<file path="config.mk">
export PLATFORM = sky130hd
export DESIGN_NAME = dmem_arbiter
export DESIGN_NICKNAME = d
export VERILOG_FILES = /design/src/rtl/dmem_arb_pkg.sv /design/src/rtl/arb_prio_starve.sv /design/src/rtl/dmem_arbiter.sv
export SDC_FILE = /design/constraint.sdc
export NUM_CORES = 1
export LEC_CHECK = 0
export CAP_MARGIN = 10
export CORE_ASPECT_RATIO = 0.75
export CORE_MARGIN = 1.5
export CORE_UTILIZATION = 44
export CTS_BUF_LIST = sky130_fd_sc_hd__clkbuf_4
export CTS_CLUSTER_SIZE = 30
export DETAILED_ROUTE_END_ITERATION = 16
export PLACE_DENSITY = 0.88
export SLEW_MARGIN = 5
export SYNTH_ARGS = -nofsm -noshare
export SYNTH_HDL_FRONTEND = slang
export SYNTH_SLANG_ARGS = --single-unit
</file>
<file path="constraint.sdc">
create_clock -name i_clk -period 4.5 [get_ports i_clk]
set_input_delay 0.9 -clock i_clk [delete_from_list [all_inputs] [get_ports i_clk]]
set_output_delay 0.9 -clock i_clk [all_outputs]
set_load 0.01 [all_outputs]
</file>
<file path="src/rtl/dmem_arb_pkg.sv">
// ---------------------------------------------------------------------------
// dmem_arb_pkg
// Shared types for the data-memory arbiter slice.
//   arb_state_t : two-phase access sequencer state (IDLE, ACCESS)
//   arb_owner_t : which port issued the command now in flight
//   mem_cmd_t   : latched memory command (write enable, address, write data)
// The command field widths are the widest address/data the arbiter can carry.
// Top-level ADDR_W/DATA_W are cast into and out of these fields, so they must
// not exceed CMD_ADDR_W/CMD_DATA_W.
// ---------------------------------------------------------------------------
package dmem_arb_pkg;

   localparam int CMD_ADDR_W = 32;
   localparam int CMD_DATA_W = 32;

   // Wide enough for the whole legal STARVE_MAX range of 1..15.
   localparam int STARVE_W = 4;

   typedef enum logic {
      IDLE   = 1'b0,
      ACCESS = 1'b1
   } arb_state_t;

   typedef enum logic {
      OWN_A = 1'b0,
      OWN_B = 1'b1
   } arb_owner_t;

   typedef struct packed {
      logic                  we;
      logic [CMD_ADDR_W-1:0] addr;
      logic [CMD_DATA_W-1:0] wdata;
   } mem_cmd_t;

endpackage

</file>
<file path="src/rtl/arb_prio_starve.sv">
// ---------------------------------------------------------------------------
// arb_prio_starve
// Winner selection between the CPU port (A) and the secondary master (B).
// A has priority. A starvation counter caps how many A grants in a row B
// can lose while it is waiting.
// Ports:
//   i_clk, i_rst     clock, synchronous active-high reset
//   i_en             arbitration window (sequencer idle and not in reset)
//   i_a_req, i_b_req requests from the two ports
//   o_gnt_a, o_gnt_b one-hot grant, only while i_en is high
// ---------------------------------------------------------------------------
module arb_prio_starve
   import dmem_arb_pkg::*;
#(
   parameter int STARVE_MAX = 4
) (
   input  logic i_clk,
   input  logic i_rst,
   input  logic i_en,
   input  logic i_a_req,
   input  logic i_b_req,
   output logic o_gnt_a,
   output logic o_gnt_b
);

   localparam logic [STARVE_W-1:0] LIMIT = STARVE_W'(STARVE_MAX);

   logic [STARVE_W-1:0] r_starve_cnt;
   logic                w_limit;
   logic                w_pick_b;

   // B wins when A is absent, or when A has already won LIMIT times in a row
   // while B was waiting.
   assign w_limit  = (r_starve_cnt == LIMIT);
   assign w_pick_b = i_b_req & (~i_a_req | w_limit);
   assign o_gnt_b  = i_en & w_pick_b;
   assign o_gnt_a  = i_en & i_a_req & ~w_pick_b;

   // The counter only moves in the arbitration window. A B grant, or B not
   // asking at all, clears it. Each A grant that B had to watch bumps it,
   // saturating at the limit so B is picked on the next window.
   always_ff @(posedge i_clk) begin
      if (i_rst) begin
         r_starve_cnt <= '0;
      end else if (i_en) begin
         if (o_gnt_b || !i_b_req) begin
            r_starve_cnt <= '0;
         end else if (o_gnt_a && !w_limit) begin
            r_starve_cnt <= r_starve_cnt + 1'b1;
         end
      end
   end

endmodule

</file>
<file path="src/rtl/dmem_arbiter.sv">
// ---------------------------------------------------------------------------
// dmem_arbiter
// Shares the single-port data memory between the CPU load/store path (A)
// and a secondary master (B). One access at a time: a grant in IDLE latches
// the command, the memory op is driven in ACCESS, and read data comes back
// with a one-cycle registered valid pulse on the owning port.
// Ports:
//   i_clk, i_rst                  clock, synchronous active-high reset
//   i_a_* / o_a_*                 port A: req, we, addr, wdata / gnt, rvalid, rdata
//   i_b_* / o_b_*                 port B: same as port A
//   o_mem_read, o_mem_write       memory command strobes
//   o_mem_addr, o_mem_wdata       memory address and write data
//   i_mem_rdata                   combinational read data from the memory
// ---------------------------------------------------------------------------
module dmem_arbiter
   import dmem_arb_pkg::*;
#(
   parameter int ADDR_W     = 32,
   parameter int DATA_W     = 32,
   parameter int STARVE_MAX = 4
) (
   input  logic              i_clk,
   input  logic              i_rst,
   input  logic              i_a_req,
   input  logic              i_a_we,
   input  logic [ADDR_W-1:0] i_a_addr,
   input  logic [DATA_W-1:0] i_a_wdata,
   output logic              o_a_gnt,
   output logic              o_a_rvalid,
   output logic [DATA_W-1:0] o_a_rdata,
   input  logic              i_b_req,
   input  logic              i_b_we,
   input  logic [ADDR_W-1:0] i_b_addr,
   input  logic [DATA_W-1:0] i_b_wdata,
   output logic              o_b_gnt,
   output logic              o_b_rvalid,
   output logic [DATA_W-1:0] o_b_rdata,
   output logic              o_mem_read,
   output logic              o_mem_write,
   output logic [ADDR_W-1:0] o_mem_addr,
   output logic [DATA_W-1:0] o_mem_wdata,
   input  logic [DATA_W-1:0] i_mem_rdata
);

   arb_state_t        r_state;
   arb_owner_t        r_owner;
   mem_cmd_t          r_cmd;
   logic              r_a_rvalid;
   logic              r_b_rvalid;
   logic [DATA_W-1:0] r_a_rdata;
   logic [DATA_W-1:0] r_b_rdata;

   logic              w_arb_en;
   logic              w_access;
   logic              w_gnt_a;
   logic              w_gnt_b;

   // Grants are only possible while idle, and reset kills them in the same
   // cycle so nothing is accepted that the reset would then throw away.
   assign w_arb_en = (r_state == IDLE) && !i_rst;
   assign w_access = (r_state == ACCESS);

   arb_prio_starve #(
      .STARVE_MAX (STARVE_MAX)
   ) u_prio (
      .i_clk   (i_clk),
      .i_rst   (i_rst),
      .i_en    (w_arb_en),
      .i_a_req (i_a_req),
      .i_b_req (i_b_req),
      .o_gnt_a (w_gnt_a),
      .o_gnt_b (w_gnt_b)
   );

   assign o_a_gnt = w_gnt_a;
   assign o_b_gnt = w_gnt_b;

   // The memory command comes straight from the command register during
   // ACCESS and is not gated by reset: a write issued in the cycle reset
   // arrives still lands in memory at that edge.
   assign o_mem_read  = w_access & ~r_cmd.we;
   assign o_mem_write = w_access & r_cmd.we;
   assign o_mem_addr  = w_access ? ADDR_W'(r_cmd.addr)  : '0;
   assign o_mem_wdata = w_access ? DATA_W'(r_cmd.wdata) : '0;

   // Read valid is a registered pulse, but a reset arriving in the pulse
   // cycle must suppress it immediately.
   assign o_a_rvalid = r_a_rvalid & ~i_rst;
   assign o_b_rvalid = r_b_rvalid & ~i_rst;
   assign o_a_rdata  = r_a_rdata;
   assign o_b_rdata  = r_b_rdata;

   // Sequencer: IDLE latches the winning port's command and owner, ACCESS
   // always returns to IDLE. Read data is captured at the end of ACCESS into
   // the owner's data register, and the valid flag is raised for the
   // following cycle only. Data registers hold between reads.
   always_ff @(posedge i_clk) begin
      if (i_rst) begin
         r_state    <= IDLE;
         r_owner    <= OWN_A;
         r_cmd      <= '0;
         r_a_rvalid <= 1'b0;
         r_b_rvalid <= 1'b0;
         r_a_rdata  <= '0;
         r_b_rdata  <= '0;
      end else begin
         r_a_rvalid <= 1'b0;
         r_b_rvalid <= 1'b0;
         if (r_state == IDLE) begin
            if (w_gnt_a) begin
               r_cmd   <= '{we: i_a_we, addr: CMD_ADDR_W'(i_a_addr), wdata: CMD_DATA_W'(i_a_wdata)};
               r_owner <= OWN_A;
               r_state <= ACCESS;
            end else if (w_gnt_b) begin
               r_cmd   <= '{we: i_b_we, addr: CMD_ADDR_W'(i_b_addr), wdata: CMD_DATA_W'(i_b_wdata)};
               r_owner <= OWN_B;
               r_state <= ACCESS;
            end
         end else begin
            r_state <= IDLE;
            if (!r_cmd.we) begin
               if (r_owner == OWN_B) begin
                  r_b_rdata  <= i_mem_rdata;
                  r_b_rvalid <= 1'b1;
               end else begin
                  r_a_rdata  <= i_mem_rdata;
                  r_a_rvalid <= 1'b1;
               end
            end
         end
      end
   end

endmodule

</file>
==> results.md, run 1 <==
- Clock tree from TritonCTS: yes
- Number of buffers added on ports: 299
- Critical Path Sink Type: primary output
- Final Critical Period: roughly 3.5 ns
- Global-route wire length before repair: 28.5 mm
- Antenna viol nets, final: 0
- Worst hold-check path type: reg -> reg
- Peak supply drop: ~250 uV
- DRC violations left: 0
- Int Power: 0.00211 W
- Horiz. Die Dim: 136 microns
- Number of warnings printed during yosys synthesis: 0
- Num Clock Sinks: 137
- Number of pins with negative max-slew slack in the final report: 0
- Maximum Capacitance Violations: 0
- Source of the worst hold timing path: o_b_rdata[22]
- Capture point of the worst reg-to-reg path: r_cmd[55]
- Global-route usage over all layers: 26.1%
- Final cell utilization of the core: between 70% and 80%
- Type of the worst setup path: in -> out
- Cell leakage power: 3.42 nW
- Placeable core region: around 13000 sq um
- Post-CTS Hold Buffers: 0
- Antenna violations before repair: 0
- Unrepaired setup endpoints after global routing: no
- Total vias in the final route: approximately 5800
- Worst reg2reg path depth: 4
- Final hold vios: 0
- Power per standard cell area: 308 nW/um^2
- Transition at the pin with the smallest max-transition slack: 0.984 ns
- Max frequency: 288 MHz
- Synthesis-stage register bit count: 137
- Cell at the root of the clock tree: sky130_fd_sc_hd__clkbuf_4
- Number of instances in the synthesized netlist: 696
- Switching Power: 0.000720 W
- WHS Path Cells: 2
- Layout cells sized above 1: 7.28%
- Share of Yosys cell area claimed by the top area cell type: 47.1%
- Die area: 13900 sq um
- Data required time at the worst endpoint: 3.60 ns
- Combined area of all synthesized cells: 5820 sq um
- Number of gates resized after cts: 0
- Half-perimeter wire length after detailed placement: 12.7 mm
- Largest net degree at the start of global routing: 94
- Setup crit start: i_b_req
- Signed area change from the synthesized netlist to the final layout: 57.7%
- Starting Density: 45.0%
- Worst slew margin relative to its limit: between 30% and 40%
- R2R Setup Slk: 2.28 ns
- Run status: finished, final reports clean
- Startpoint of the lowest-slack register-to-register path: r_state
- H-tree level count: 4
- Avg Cell Area, Syn: ~8.4 sq um
- Length of routed wiring on met1: 7.78 mm
- Synth cell types: 29
- Global route overflow: 0
- Die outline height: 103 microns
- Largest fanout of any net on the critical path: 6
- Sequential share of power: approximately 47%
- Final clock skew: 0.0203 ns
- Routed wirelength normalized by instance count: 16.3 microns
- Overall power: 0.00283 W
- Total length of routed met3 wires: 1.71 mm
- Final worst slack: approximately 1.0 ns
- TritonCTS buffer count: 17
- Number of iterations in the first detailed-routing pass: 4
- Uppermost metal layer occupied by signal nets: met4
- Post-synth top area cell: sky130_fd_sc_hd__dfxtp_1
- Net switching share of the total power: 25.4%
- Net count of the finished layout: 1131
- Most common library cell in the layout ignoring fill and taps: sky130_fd_sc_hd__clkdlybuf4s50_1
- Count of inserted antenna diode cells: 0
- Total negative setup slack: 0 ns
- Met2 wire len: 8.80 mm
- Count of buffers added by post-CTS timing repair for setup: 0
- CTS clk-pin slew, worst paths: approximately 0.12 ns
- Commonest cells after routing, fill and taps aside: sky130_fd_sc_hd__clkdlybuf4s50_1, sky130_fd_sc_hd__dfxtp_1, sky130_fd_sc_hd__a21oi_1, sky130_fd_sc_hd__nand2_1, sky130_fd_sc_hd__inv_1
- Fraction of the cycle the final worst path needs: 77.2%
- Final hold slack: 0.461 ns
- Total wire length after detailed routing: about 19 mm
- Async set or reset register ratio after synthesis: 0%
- Vias in the first global route: 5556
- Synth Net Count: 864
- Worst setup path endpoint: o_b_gnt
- Setup violators final: 0
- Drt initial violations: ~320
- Post-place setup slack: 1.05 ns
- Number of placed I/O pins: 300
- Clock latency on the worst-skew pair: slightly below 0.5 ns
- Number of enable-type register cells in the synthesized netlist: 0
- Ranking of synthesized cells by area: sky130_fd_sc_hd__dfxtp_1, sky130_fd_sc_hd__a21oi_1, sky130_fd_sc_hd__nand2_1
- Clock power frac: between 30 and 40%
- Worst setup SP type: input pin
- Floorplan row count: 36
- Share of synthesized area occupied by flip-flops and latches: 47.1%
- Dominant register cell in the synthesized netlist: sky130_fd_sc_hd__dfxtp_1
- Data arrival time at the worst-slack endpoint: 2.57 ns
- Via count normalized by instance count: 5.04
- Buffers from clock root to sink, at most: 2
- Routability-driven placement congestion ratio: just under 0.8
- Combinational cell fraction of total power: 19.3%
[kinds of logic after synthesis]
logic type               Yosys count  synth area share [%]
adder cells (fa/ha/maj)            2                 0.430
flip-flops                       137                  47.1
AO/OA/AOI/OAI                    208                  25.3
buffers and inverters            131                  9.22
AND/OR/NAND/NOR                  218                  17.9
[through the flow]
stage | cell area [sq um] | std cells
6_report | 9180 | 1146
5_1_grt | 9180 | 1146
4_1_cts | 9180 | 1146
3_5_place_dp | 8840 | 1115
3_3_place_gp | 8840 | 1115
2_1_floorplan | 5820 | 696
[metal layers]
| metal | track usage (%) | vias to the layer above |
|---|---|---|
| met5 | 0 | - |
| met4 | 10.1 | 0 |
| met3 | 8.75 | 32 |
| met2 | 43.9 | 227 |
| met1 | 31.2 | 2642 |
| li1 | - | 2880 |
[cell usage after synthesis (2+ instances only)]
| master | instances |
|---|---|
| sky130_fd_sc_hd__o21ai_0 | 2 |
| sky130_fd_sc_hd__nor2_1 | 3 |
| sky130_fd_sc_hd__o211ai_1 | 2 |
| sky130_fd_sc_hd__a21oi_1 | 132 |
| sky130_fd_sc_hd__buf_6 | 5 |
| sky130_fd_sc_hd__nand3b_1 | 3 |
| sky130_fd_sc_hd__a211o_1 | 2 |
| sky130_fd_sc_hd__dfxtp_1 | 137 |
| sky130_fd_sc_hd__ha_1 | 2 |
| sky130_fd_sc_hd__nand2_1 | 132 |
| sky130_fd_sc_hd__nor2b_1 | 5 |
| sky130_fd_sc_hd__a31oi_1 | 2 |
| sky130_fd_sc_hd__o221a_1 | 39 |
| sky130_fd_sc_hd__o221a_2 | 26 |
| sky130_fd_sc_hd__buf_2 | 6 |
| sky130_fd_sc_hd__inv_1 | 71 |
| sky130_fd_sc_hd__clkbuf_1 | 49 |
| sky130_fd_sc_hd__o2111ai_1 | 2 |
| sky130_fd_sc_hd__and2_1 | 65 |
| sky130_fd_sc_hd__nand4_1 | 2 |
[worst max-delay path, cell delays in order]
cell,delay [ns]
sky130_fd_sc_hd__clkdlybuf4s50_1,0.60
sky130_fd_sc_hd__inv_1,0.12
sky130_fd_sc_hd__a211o_2,0.30
sky130_fd_sc_hd__inv_1,0.06
sky130_fd_sc_hd__clkdlybuf4s50_1,0.59
[power by group through the flow]
stage | combinational [W] | clock [W] | sequential (W)
floorplan | 0.000241 | 0 | 0.00136
global placement | 0.000535 | 0 | 0.00136
detailed placement | 0.000542 | 0 | 0.00137
CTS | 0.000546 | 0.000966 | 0.00134
global route | 0.000590 | 0.00102 | 0.00135
finish | 0.000545 | 0.000945 | 0.00134
[how the worst min path moves through the flow]
stage | to | slack [ns]
after global routing | o_b_rdata[22] | 0.48
after global placement | o_b_rdata[30] | 0.44
after floorplan | u_prio.r_starve_cnt[0] | 0.47
after detailed placement | o_b_rdata[30] | 0.45
final | o_b_rdata[22] | 0.46
after CTS | o_b_rdata[30] | 0.46
[registers in the layout (all words and copies together) (netlist names)]
register / cells
u_prio.r_starve_cnt: 4
o_a_rdata: 32
r_state: 1
r_owner: 1
r_a_rvalid: 1
o_b_rdata: 32
r_b_rvalid: 1
r_cmd: 65
[final cells by class]
cell class                      instances  area [sq um]
Clock inverter                         13           200
Timing Repair Buffer                  308          3060
Multi-Input combinational cell        428          2560
Tap cell                              171           214
Fill cell                            1037          3750
Clock buffer                           18           135
Sequential cell                       137          2740
Inverter                               71           267
No activity file was read; power rests on OpenSTA's default activity.
==> inputs of run 2 (changes only) <==
CORE_UTILIZATION = 41   (was 44)
PLACE_DENSITY = 0.83   (was 0.88)
clock period = 3.2 ns   (was 4.5 ns; I/O delays follow)
==> results.md, run 2 (synthesis results as in run 1) <==
- Run status: finished, final reports clean
- Fraction of the cycle the final worst path needs: 93.0%
- Flip-flop count of the largest register after layout: 65 (unchanged)
- Number of iterations in the first detailed-routing pass: 4 (unchanged)
- Horiz. Die Dim: 141 microns (+3.5%)
- Register with the highest flop count: r_cmd
- Count of buffers added by post-CTS timing repair for setup: 0 (unchanged)
- Antenna violations before repair: 1 (+1)
- Combinational cell fraction of total power: 20.7% (+1.4 points)
- Sequential share of power: 49.9% (+2.5 points)
- Commonest cells after routing, fill and taps aside: sky130_fd_sc_hd__clkdlybuf4s50_1, sky130_fd_sc_hd__dfxtp_1, sky130_fd_sc_hd__a21oi_1, sky130_fd_sc_hd__nand2_1, sky130_fd_sc_hd__inv_1
- Total wire length after detailed routing: 18.4 mm (-1.6%)
- Power per standard cell area: 410 nW/um^2 (+33%)
- Final clock skew: 0.0269 ns (+0.00651 ns)
- Buffers from clock root to sink, at most: 2 (unchanged)
- Global-route usage over all layers: 24.2% (-1.9 points)
- Switching Power: 0.00108 W (+50%)
- Clock latency on the worst-skew pair: 0.51 ns (+0.02 ns)
- Largest net degree at the start of global routing: 140 (+49%)
- Transition at the pin with the smallest max-transition slack: 0.757 ns (-0.227 ns)
- Maximum Capacitance Violations: 0 (unchanged)
- Largest fanout of any net on the critical path: 7 (+1)
- Unrepaired setup endpoints after global routing: no
- Routed wirelength normalized by instance count: 16.0 microns (-2.2%)
- Number of pins with negative max-slew slack in the final report: 0 (unchanged)
- Net switching share of the total power: 28.8% (+3.3 points)
- Floorplan row count: 37 (+2.8%)
- Via count normalized by instance count: 5.08 (+0.72%)
- Fill cell instance count of the final layout: 1147 (+11%)
- Setup violators final: 0 (unchanged)
- Cell leakage power: 3.40 nW (-0.50%)
- Die area: 14900 sq um (+7.1%)
- Worst slew margin relative to its limit: 49.5% (+15 points)
- Number of buffers added on ports: 299 (unchanged)
- DRC violations left: 0 (unchanged)
- CTS clk-pin slew, worst paths: 0.13 ns (about the same)
- Number of placed I/O pins: 300 (unchanged)
- Vias in the first global route: 5488 (-1.2%)
- Drt initial violations: 263 (-18%)
- Max frequency: 336 MHz
- Final Critical Period: 2.98 ns
- Clock power frac: 29.3% (-4.1 points)
- Final hold slack: 0.463 ns (+0.00197 ns)
- Final worst slack: 0.224 ns (-0.801 ns)
- Worst hold-check path type: reg -> reg
- H-tree level count: 4 (unchanged)
- Global-route wire length before repair: 28.7 mm (+0.73%)
- TritonCTS buffer count: 17 (unchanged)
- Final hold vios: 0 (unchanged)
- Type of the worst setup path: reg -> out
- Starting Density: 42.2% (-2.8 points)
- Total negative setup slack: 0 ns (unchanged)
- Signed area change from the synthesized netlist to the final layout: 57.3%
- Int Power: 0.00268 W (+27%)
- Die outline height: 106 microns (+3.5%)
- Most common library cell in the layout ignoring fill and taps: sky130_fd_sc_hd__clkdlybuf4s50_1
- Clock tree from TritonCTS: yes
- Post-place setup slack: 0.414 ns (-0.637 ns)
- Post-CTS Hold Buffers: 0 (unchanged)
- Routability-driven placement congestion ratio: 0.865 (+9.4%)
- Peak supply drop: 241 uV (-2.8%)
- Number of gates resized after cts: 0 (unchanged)
- Data required time at the worst endpoint: 2.56 ns (-1.04 ns)
- Antenna viol nets, final: 0 (unchanged)
- Placeable core region: 13800 sq um (+6.7%)
- Cell at the root of the clock tree: sky130_fd_sc_hd__clkbuf_4
- Num Clock Sinks: 137 (unchanged)
- Count of inserted antenna diode cells: 0 (unchanged)
- Half-perimeter wire length after detailed placement: 12.4 mm (-2.2%)
- Worst setup SP type: flop
- Global route overflow: 0 (unchanged)
- Critical Path Sink Type: primary output
- Net count of the finished layout: 1133 (+0.18%)
- Layout cells sized above 1: 7.77% (+0.49 points)
- Total vias in the final route: 5858 (+1.3%)
- Data arrival time at the worst-slack endpoint: 2.34 ns (-0.23 ns)
run 2: cell count changes in the layout (fill, tap and decap cells not counted):
cell / delta
sky130_fd_sc_hd__inv_8: +1
sky130_fd_sc_hd__clkinv_4: +2
sky130_fd_sc_hd__clkinv_1: -2
sky130_fd_sc_hd__clkbuf_4: -1
sky130_fd_sc_hd__buf_12: +2
sky130_fd_sc_hd__clkinvlp_4: +2
sky130_fd_sc_hd__bufinv_16: -4
sky130_fd_sc_hd__inv_6: +3
run 2: routing by layer:
metal  global-route usage (%)  share of wire (%)  up-vias
li1                         -                  -     2879
met1                     30.1                 43     2741
met3                     8.11                8.3       17
met2                     40.9                 48      219
met5                        0              0.087        -
met4                     5.21               0.97        2
run 2: path summary, 6_finish.rpt:
kind / from / to / slack [ns] / depth (start not counted)
setup / recovery: u_prio.r_starve_cnt[0] / o_b_gnt / 0.22 / 6
hold / removal: o_a_rdata[19] / o_a_rdata[19] / 0.46 / 2
setup reg to reg: u_prio.r_starve_cnt[0] / r_cmd[29] / 1.09 / 6
hold reg to reg: o_a_rdata[19] / o_a_rdata[19] / 0.46 / 2
run 2: power groups by stage:
stage | Sequential, W | Combinational (W) | Clock [W]
after CTS | 0.00187 | 0.000783 | 0.00114
after global routing | 0.00189 | 0.000843 | 0.00121
after detailed placement | 0.00191 | 0.000779 | 0
final | 0.00188 | 0.000778 | 0.00110
after global placement | 0.00191 | 0.000767 | 0
after floorplan | 0.00191 | 0.000339 | 0
run 2: through the flow:
stage	std cells	utilization (%)	power (W)	instance area, sq um
floorplan	696	-	0.00225	5820
global placement	1121	64.4	0.00268	8890
detailed placement	1121	64.4	0.00269	8890
CTS	1153	66.4	0.00379	9160
global route	1153	66.4	0.00395	9160
finish	1153	66.4	0.00376	9160
run 2: final cells by class:
type	count	area (sq um)	area share [%]
Sequential cell	137	2740	30.0
Multi-Input combinational cell	428	2560	27.9
Clock inverter	15	143	1.56
Tap cell	175	219	2.39
Clock buffer	17	128	1.39
Inverter	71	267	2.91
Timing Repair Buffer	310	3100	33.8
run 2: worst max-delay path, stage by stage, from the launching register on:
cell and delay (ns):
sky130_fd_sc_hd__dfxtp_1 0.36, sky130_fd_sc_hd__inv_1 0.08, sky130_fd_sc_hd__ha_1 0.14, sky130_fd_sc_hd__nand3b_1 0.21, sky130_fd_sc_hd__a211o_2 0.41, sky130_fd_sc_hd__inv_1 0.07
sky130_fd_sc_hd__clkdlybuf4s50_1 0.57
